===== src/rtl/imem_pkg.sv =====
// Shared constants, FSM state type and address-wrap helper for the instruction memory responder.
package imem_pkg;

    localparam int IMEM_DEPTH = 32;
    localparam int IMEM_AW    = $clog2(IMEM_DEPTH);
    localparam int INST_W     = 32;
    localparam logic [INST_W-1:0] HALT_WORD_DEFAULT = 32'hFFFF_FFFF;

    typedef enum logic [1:0] {
        ST_IDLE = 2'd0,
        ST_RESP = 2'd1,
        ST_HALT = 2'd2
    } imem_state_t;

    function automatic int wrap_addr(input int addr, input int depth);
        return addr % depth;
    endfunction

endpackage


===== src/rtl/imem_array.sv =====
// Instruction storage: synchronous write, registered read, cleared by reset.
// With IMEM_PARITY_EN defined, one even-parity bit per word is kept and checked on read.
module imem_array
    import imem_pkg::*;
#(
    parameter int   DEPTH = IMEM_DEPTH,
    localparam int  AW    = $clog2(DEPTH)
) (
    input  logic              clk,
    input  logic              rst_n,
    input  logic              i_wr_en,
    input  logic [AW-1:0]     i_wr_addr,
    input  logic [INST_W-1:0] i_wr_data,
    input  logic              i_rd_en,
    input  logic [AW-1:0]     i_rd_addr,
`ifdef IMEM_PARITY_EN
    output logic              o_parity_err,
`endif
    output logic [INST_W-1:0] o_rd_data
);

    logic [INST_W-1:0] r_mem [DEPTH];
    logic [INST_W-1:0] r_rd_data;
    logic [AW-1:0]     w_wr_idx;
    logic [AW-1:0]     w_rd_idx;

    assign w_wr_idx  = AW'(wrap_addr(int'(i_wr_addr), DEPTH));
    assign w_rd_idx  = AW'(wrap_addr(int'(i_rd_addr), DEPTH));
    assign o_rd_data = r_rd_data;

    always_ff @(posedge clk or negedge rst_n) begin
        if (!rst_n) begin
            for (int i = 0; i < DEPTH; i++) r_mem[i] <= '0;
            r_rd_data <= '0;
        end else begin
            if (i_wr_en) r_mem[w_wr_idx] <= i_wr_data;
            if (i_rd_en) r_rd_data <= r_mem[w_rd_idx];
        end
    end

`ifdef IMEM_PARITY_EN
    // Stored bit makes word+bit carry an even number of ones; all-zero reset is consistent.
    logic r_par [DEPTH];
    logic r_parity_err;

    assign o_parity_err = r_parity_err;

    always_ff @(posedge clk or negedge rst_n) begin
        if (!rst_n) begin
            for (int i = 0; i < DEPTH; i++) r_par[i] <= 1'b0;
            r_parity_err <= 1'b0;
        end else begin
            if (i_wr_en) r_par[w_wr_idx] <= ^i_wr_data;
            if (i_rd_en) r_parity_err <= (^r_mem[w_rd_idx]) != r_par[w_rd_idx];
        end
    end
`endif

endmodule


===== src/rtl/imem_responder.sv =====
// Instruction-fetch responder: one-cycle registered reads, response backpressure, halt on HALT_WORD.
// Optional parity checking is enabled by defining IMEM_PARITY_EN.
//   state | meaning
//   IDLE  | no response outstanding, ready for a fetch
//   RESP  | resp_inst valid, waiting for resp_ready
//   HALT  | HALT_WORD delivered, fetch frozen until resume
module imem_responder
    import imem_pkg::*;
#(
    parameter int                DEPTH     = IMEM_DEPTH,
    parameter logic [INST_W-1:0] HALT_WORD = HALT_WORD_DEFAULT,
    localparam int               AW        = $clog2(DEPTH)
) (
    input  logic              clk,
    input  logic              reset,
    input  logic              req_valid,
    input  logic [AW-1:0]     req_addr,
    output logic              req_ready,
    output logic              resp_valid,
    output logic [INST_W-1:0] resp_inst,
    input  logic              resp_ready,
    input  logic              load_en,
    input  logic [AW-1:0]     load_addr,
    input  logic [INST_W-1:0] load_data,
`ifdef IMEM_PARITY_EN
    output logic              parity_err,
`endif
    output logic              halted,
    input  logic              resume
);

    imem_state_t       r_state;
    logic              w_accept;
    logic              w_wr_en;
    logic              w_resp_is_halt;
    logic [INST_W-1:0] w_rd_data;

    assign w_resp_is_halt = (w_rd_data == HALT_WORD);
    assign req_ready = !load_en &&
                       ((r_state == ST_IDLE) ||
                        (r_state == ST_RESP && resp_ready && !w_resp_is_halt));
    assign w_accept  = req_valid && req_ready;
    // Collision guard is structurally redundant (load_en blocks acceptance) but states the rule.
    assign w_wr_en   = load_en &&
                       !(w_accept && (wrap_addr(int'(load_addr), DEPTH) == wrap_addr(int'(req_addr), DEPTH)));

    assign resp_valid = (r_state == ST_RESP);
    assign halted     = (r_state == ST_HALT);
    assign resp_inst  = w_rd_data;

    always_ff @(posedge clk or negedge reset) begin
        if (!reset) begin
            r_state <= ST_IDLE;
        end else begin
            case (r_state)
                ST_IDLE: if (w_accept) r_state <= ST_RESP;
                ST_RESP: begin
                    if (resp_ready) begin
                        if (w_resp_is_halt) r_state <= ST_HALT;
                        else if (!w_accept) r_state <= ST_IDLE;
                    end
                end
                ST_HALT: if (resume) r_state <= ST_IDLE;
                default: r_state <= ST_IDLE;
            endcase
        end
    end

    imem_array #(.DEPTH(DEPTH)) u_array (
        .clk          (clk),
        .rst_n        (reset),
        .i_wr_en      (w_wr_en),
        .i_wr_addr    (load_addr),
        .i_wr_data    (load_data),
        .i_rd_en      (w_accept),
        .i_rd_addr    (req_addr),
`ifdef IMEM_PARITY_EN
        .o_parity_err (parity_err),
`endif
        .o_rd_data    (w_rd_data)
    );

endmodule


===== config.mk =====
export PLATFORM = sky130hd
export DESIGN_NAME = imem_responder
export DESIGN_NICKNAME = d
export VERILOG_FILES = /design/src/rtl/imem_pkg.sv /design/src/rtl/imem_array.sv /design/src/rtl/imem_responder.sv
export SDC_FILE = /design/constraint.sdc
export NUM_CORES = 1
export LEC_CHECK = 0
export BUFFER_PORTS_ARGS = -buffer_cell sky130_fd_sc_hd__buf_2
export CORE_MARGIN = 3
export CORE_UTILIZATION = 57
export DETAILED_ROUTE_END_ITERATION = 10
export PLACE_DENSITY = 0.81
export RECOVER_POWER = 50
export REMOVE_ABC_BUFFERS = 1
export SLEW_MARGIN = 10
export SYNTH_ARGS = -nofsm -noshare
export SYNTH_HDL_FRONTEND = slang
export SYNTH_HIERARCHICAL = 1
export SYNTH_SLANG_ARGS = --single-unit

===== constraint.sdc =====
create_clock -name clk -period 1.7 [get_ports clk]
set_input_delay 0.255 -clock clk [delete_from_list [all_inputs] [get_ports clk]]
set_output_delay 0.255 -clock clk [all_outputs]
set_load 0.005 [all_outputs]

### Word-level counts from Yosys, hierarchy flattened

Cells that the tools add are included.

* logic and storage cells: 72
* input bits: 48
* register bits: 1058

* eq/ne operators: 8
* reduce and logical (&&, ||, !) cells: 13
* bitwise operators: 2
* magnitude comparators: 3
* mux-type cells: 12

Operators by type and width (number)
* 1024-bit bitwise mux: 1
* 32-bit binary-select mux with 5-bit select: 1
* 32-bit demux with 5-bit select: 1
* 32-bit 2-to-1 mux: 3
* 32-bit equality test, second input constant: 1
* 6-bit greater-or-equal comparator, second input constant: 2
* 5-bit NOT with 6-bit output: 2
* 2-bit 2-to-1 mux: 5
* 1-bit logical AND: 7
* 6-bit by 1-bit < comparator with 1-bit output, second input constant: 1
* 2-bit one-hot mux with 3 select lines: 1
* 5-bit equality test: 1
* 2-bit by 1-bit inequality test with 1-bit output, second input constant: 2
* 4-bit AND reduction: 1
* 1-bit zero test: 3
* 3-bit by 2-bit inequality test with 1-bit output, second input constant: 1
* 2-bit by 1-bit equality test with 1-bit output, second input constant: 1
* 2-bit equality test, second input constant: 1
* 2-bit zero test: 1
* 2-bit inequality test, second input constant: 1
* 1-bit logical OR: 1

### Depth between registers and ports, before layout

* depth in word-level cells: 10
* mapped depth: 8
* gate-level depth less buffers: 5

### Modules after synthesis

The synthesis kept the hierarchy.

Modules (own cells, without submodules)
* imem_array: area each 48196.2 um^2, cells each 3419, times used 1
* imem_responder: area each 226.5 um^2, cells each 28, times used 1

### Least setup slack after synthesis

Ideal clock, no wire load.

* path type: reg2reg
* from: reg u_array.r_rd_data[15] (netlist: u_array/o_rd_data[15])
* to: reg u_array.r_rd_data[10] (netlist: u_array/o_rd_data[10])
* library setup time: 0.125 ns
* arrival: 1.765 ns
* buffers on the path: 2
* cell stages (with the launch flop): 8
* path slack: -0.190 ns
* cells stage by stage: dfrtp_1 nand4_1 nor4_2 nand2_1 a41o_1 buf_1 clkbuf_1 mux2_2

* cells in the longest elaborated chain, start to end: 6

RTL lines
* start, declared: RTL line imem_array.sv:23 `logic [INST_W-1:0] r_rd_data;`
* start signal, assigned: RTL line imem_array.sv:37 `if (i_rd_en) r_rd_data <= r_mem[w_rd_idx];`
* 32-bit equality test: RTL line imem_responder.sv:38 `assign w_resp_is_halt = (w_rd_data == HALT_WORD);`
* 1-bit zero test: RTL line imem_responder.sv:41 `(r_state == ST_RESP && resp_ready && !w_resp_is_halt));`
* 1-bit logical AND: RTL line imem_responder.sv:41
* 1-bit logical OR: RTL line imem_responder.sv:40 `((r_state == ST_IDLE) ||`
* 1-bit logical AND: RTL line imem_responder.sv:39 `assign req_ready = !load_en &&`
* 1-bit logical AND: RTL line imem_responder.sv:42 `assign w_accept = req_valid && req_ready;`
* via w_accept: RTL line imem_responder.sv:33 `logic w_accept;`

The timed path passes the listed nets, and every way through them passes these cells.
A chain may end at the register's enable or synchronous reset.

### Worst setup path in the final report

* from: reg u_array.r_rd_data[10] (netlist: u_array/o_rd_data[10])
* to: out req_ready

* cells in the longest elaborated chain, start to end: 5

RTL lines
* 32-bit equality test: RTL line imem_responder.sv:38
* 1-bit zero test: RTL line imem_responder.sv:41
* 1-bit logical AND: RTL line imem_responder.sv:41
* 1-bit logical OR: RTL line imem_responder.sv:40
* 1-bit logical AND: RTL line imem_responder.sv:39
* end, declared: RTL line imem_responder.sv:18 `output logic req_ready,`

Every way passes these cells.

==> impl_metrics.csv <==
group,metric,value,unit
routing,post_drt_via_cell_ratio,6.42,
critical_path,cp.arrival,2490,ps
logic_synthesis,synth-seq-cells,1058,
pwr,power_density,1200,nW/um^2
critical_path,criticalPathCategory,"register to output pin",
pwr,combPwrFrac,17.5,%
grt,global_route_wire_length_before_repair,208,mm
sta,hold_viol,0,
clocking,clkTransAtPathRegs,70,ps
die,die_width,297,um
layout,drive_gt1_share,45.2,%
pwr,max-vdd-ir-drop,1050,uV
routing,route.final.wire_length,138,mm
sta,finalWorstSetupSlack,-1050,ps
critical_path,crit_path_cell_trace,"nand4_1 -> nor4_4 -> nand2_1 -> buf_4 -> a31o_1 -> buf_2",
grt,grt_max_degree,99,
sta,rsz_0062_raised_after_global_routing,"yes",
critical_path,critPathBufInv,2,
die,fp-row-count,106,
grt,globalRoute.totalOverflow,0,
min_path,timing.hold.worst.class,"input port to register",
layout,flow.area_growth_from_synthesis,17.2,%
routing,dr.pass1.iters,5,
die,floorplan.io_pins,83,
critical_path,setup.worst_path.start_class,"register",
die,start_util,57.7,%
pwr,power.net_switching,17.9,mW
pwr,p_int,50.1,mW
grt,grt_antenna_before_repair,9,
layout,layout.cells.most_common_list,"dfrtp_1, mux2_2, mux2i_1, a22oi_1, buf_4",
outcome,run_status,"finished, violations left",
placed_design,place_area,53100,um^2
sta,tightestPinTransition,927,ps
logic_synthesis,mappedNetlistArea,48400,um^2
clocking,cts_made_buffers,105,
critical_path,worst-path-max-fanout,2,
sta,timing.final.crit_period,2750,ps
logic_synthesis,synth.avg_cell_area,14.0,um^2
sta,max_freq,0.364,GHz
clocking,clock_latency,680,ps
placed_design,gp_congestion,0.862,
routing,first_iter_violations,2908,
clocking,ctsHtreeMaxLevel,3,
sta,setup_violations,212,
clocking,clk_root_buffer_cell,"clkbuf_16",
routing,ant_nets,0,
pwr,power_frac_clock,34.1,%
clocking,cts_sinks,1058,
die,core_area,84000,um^2
pwr,swShare,26.3,%
logic_synthesis,synth_cells,3447,
critical_path,cpLargestDelayFamily,"simple AND/OR/NAND/NOR gates",
critical_path,max_stage_delay,400,ps
sta,worst_slew_margin_relative_to_its_limit,38.2,%
grt,gr-usage-all-layers,30.8,%
placed_design,io_buffers,82,
grt,first_global_vias,32900,
logic_synthesis,ys_types,34,
layout,final_nets,3739,
logic_synthesis,ys_seq_area_share,54.7,%
pwr,share_seq_of_total_power,48.4,%
job,cap_violations,0,
clocking,cts_buffer_depth,3,
placed_design,hpwlAfterDp,85.4,mm
logic_synthesis,yosysWarnings,6,
routing,post_drt_wl_per_cell,28.1,um
clocking,tritoncts_clock_tree,"built",
critical_path,slowest_stage,"nand4_1",
pwr,power.static_leakage,26.8,nW
sta,worst_hold_slack,153,ps
layout,layout_commonest_cell,"dfrtp_1",
critical_path,cp_data_required_time,1440,ps
routing,drc,0,
sta,skew,28.6,ps
critical_path,critical_path.endpoint_type,"output pin",
layout,stdcell_area,56700,um^2
die,chipHeight,297,um
outcome,failed_checks,"setup timing",
sta,final_max_slew_viol_count,0,
sta,period_share,162,%
routing,via_count,31600,
die,die_area,88500,um^2
-- worst min-delay path, stage by stage --
cell     delay (ps)
buf_2           110
nand2_1          70
buf_4           140
a21oi_2         110
a211o_1         110
-- final timing paths --
| check | from | endpoint | slack, ps | cells past startpoint |
|---|---|---|---|---|
| hold / removal | req_valid | r_state[0] | 150 | 5 |
| hold reg to reg | u_array/r_mem[627] | u_array/r_mem[627] | 480 | 1 |
| setup reg to reg | u_array/o_rd_data[10] | u_array/o_rd_data[9] | -750 | 8 |
| setup / recovery | u_array/o_rd_data[10] | req_ready | -1050 | 6 |
| min in group asynchronous | reset | u_array/r_mem[804] | 280 | 2 |
| max in group asynchronous | reset | u_array/r_mem[664] | -180 | 4 |
-- Yosys cell counts, drive strengths merged --
cell     instances  share of area, %
inv              2             0.016
clkbuf         138               1.1
a41o             1             0.021
or2              2             0.026
nor2b            4             0.052
and3b            1             0.018
a31o             1             0.018
dfrtp         1058                55
a211o            1             0.018
nand4            8              0.13
and2             1             0.013
nand2           21              0.16
nor3b            4             0.062
nor3             2             0.021
nand3            2             0.021
buf            185               2.4
or3b             1             0.018
nor4            34              0.47
mux2          1056                25
and3             1             0.013
a21oi          129               1.3
mux2i          512                11
nand3b           4             0.062
a22oi          256               4.0
o2bb2ai          1             0.018
nand2b           2             0.026
nor2            20              0.22
-- through the flow --
| step | utilization, % | setup slack (ps) | setup TNS, ps | total power, mW | cells |
|---|---|---|---|---|---|
| 2_1_floorplan | - | -3800 | -493640 | 39.5 | 3124 |
| 6_report | 67.6 | -1050 | -33900 | 68.0 | 4915 |
| 3_5_place_dp | 63.2 | -655 | -185520 | 44.7 | 4699 |
| 5_1_grt | 67.6 | -1080 | -62100 | 70.7 | 4911 |
| 3_3_place_gp | 63.2 | -640 | -176750 | 43.9 | 4699 |
| 4_1_cts | 67.7 | -950 | -19120 | 68.0 | 4906 |
-- cell type report --
class                           count  area (um^2)
Clock buffer                      164         3190
Multi-Input combinational cell   2064        20400
Clock inverter                     29          272
Fill cell                        5686        27200
Tap cell                         1134         1420
Timing Repair Buffer              460         4910
Antenna cell                        4         10.0
Sequential cell                  1058        26500
Inverter                            2         7.51
-- registers in the layout, indices dropped and copies added (netlist names) --
register	flops
u_array/o_rd_data	32
r_state	2
u_array/r_mem	1024
-- kinds of logic after synthesis --
kind of cell	Yosys count	share of synthesized area, %
compound gates	389	5.38
buf+inv	325	3.50
flops	1058	54.7
mux	1568	35.1
simple gates	107	1.30
-- routing by layer --
| layer | part of all wire [%] | vias up | GRT usage [%] |
|---|---|---|---|
| met3 | 7.5 | 371 | 6.62 |
| met2 | 46 | 1308 | 48.5 |
| met5 | 0.026 | - | 0 |
| li1 | - | 13200 | - |
| met1 | 42 | 16700 | 42.2 |
| met4 | 4.3 | 6 | 11.8 |
-- power groups by stage --
stage,Combinational (mW),Clock [mW],Sequential (mW)
2_1_floorplan,7.19,0,32.4
6_report,11.9,23.2,33.0
5_1_grt,12.8,24.5,33.4
4_1_cts,11.8,23.4,32.8
3_3_place_gp,11.1,0,32.8
3_5_place_dp,11.5,0,33.2
-- repair_timing --
| action | in CTS | in global routing |
|---|---|---|
| setup buffers | 7 | 5 |
| cloned | 4 | 0 |
| gates resized for setup | 16 | 9 |
| pin swaps | 5 | 0 |
| endpoints found under the hold margin | 662 | 0 |
| hold buffers | 3 | 0 |
| setup endpoints to repair | 38 | 40 |
(Power assumes the default switching activity.)
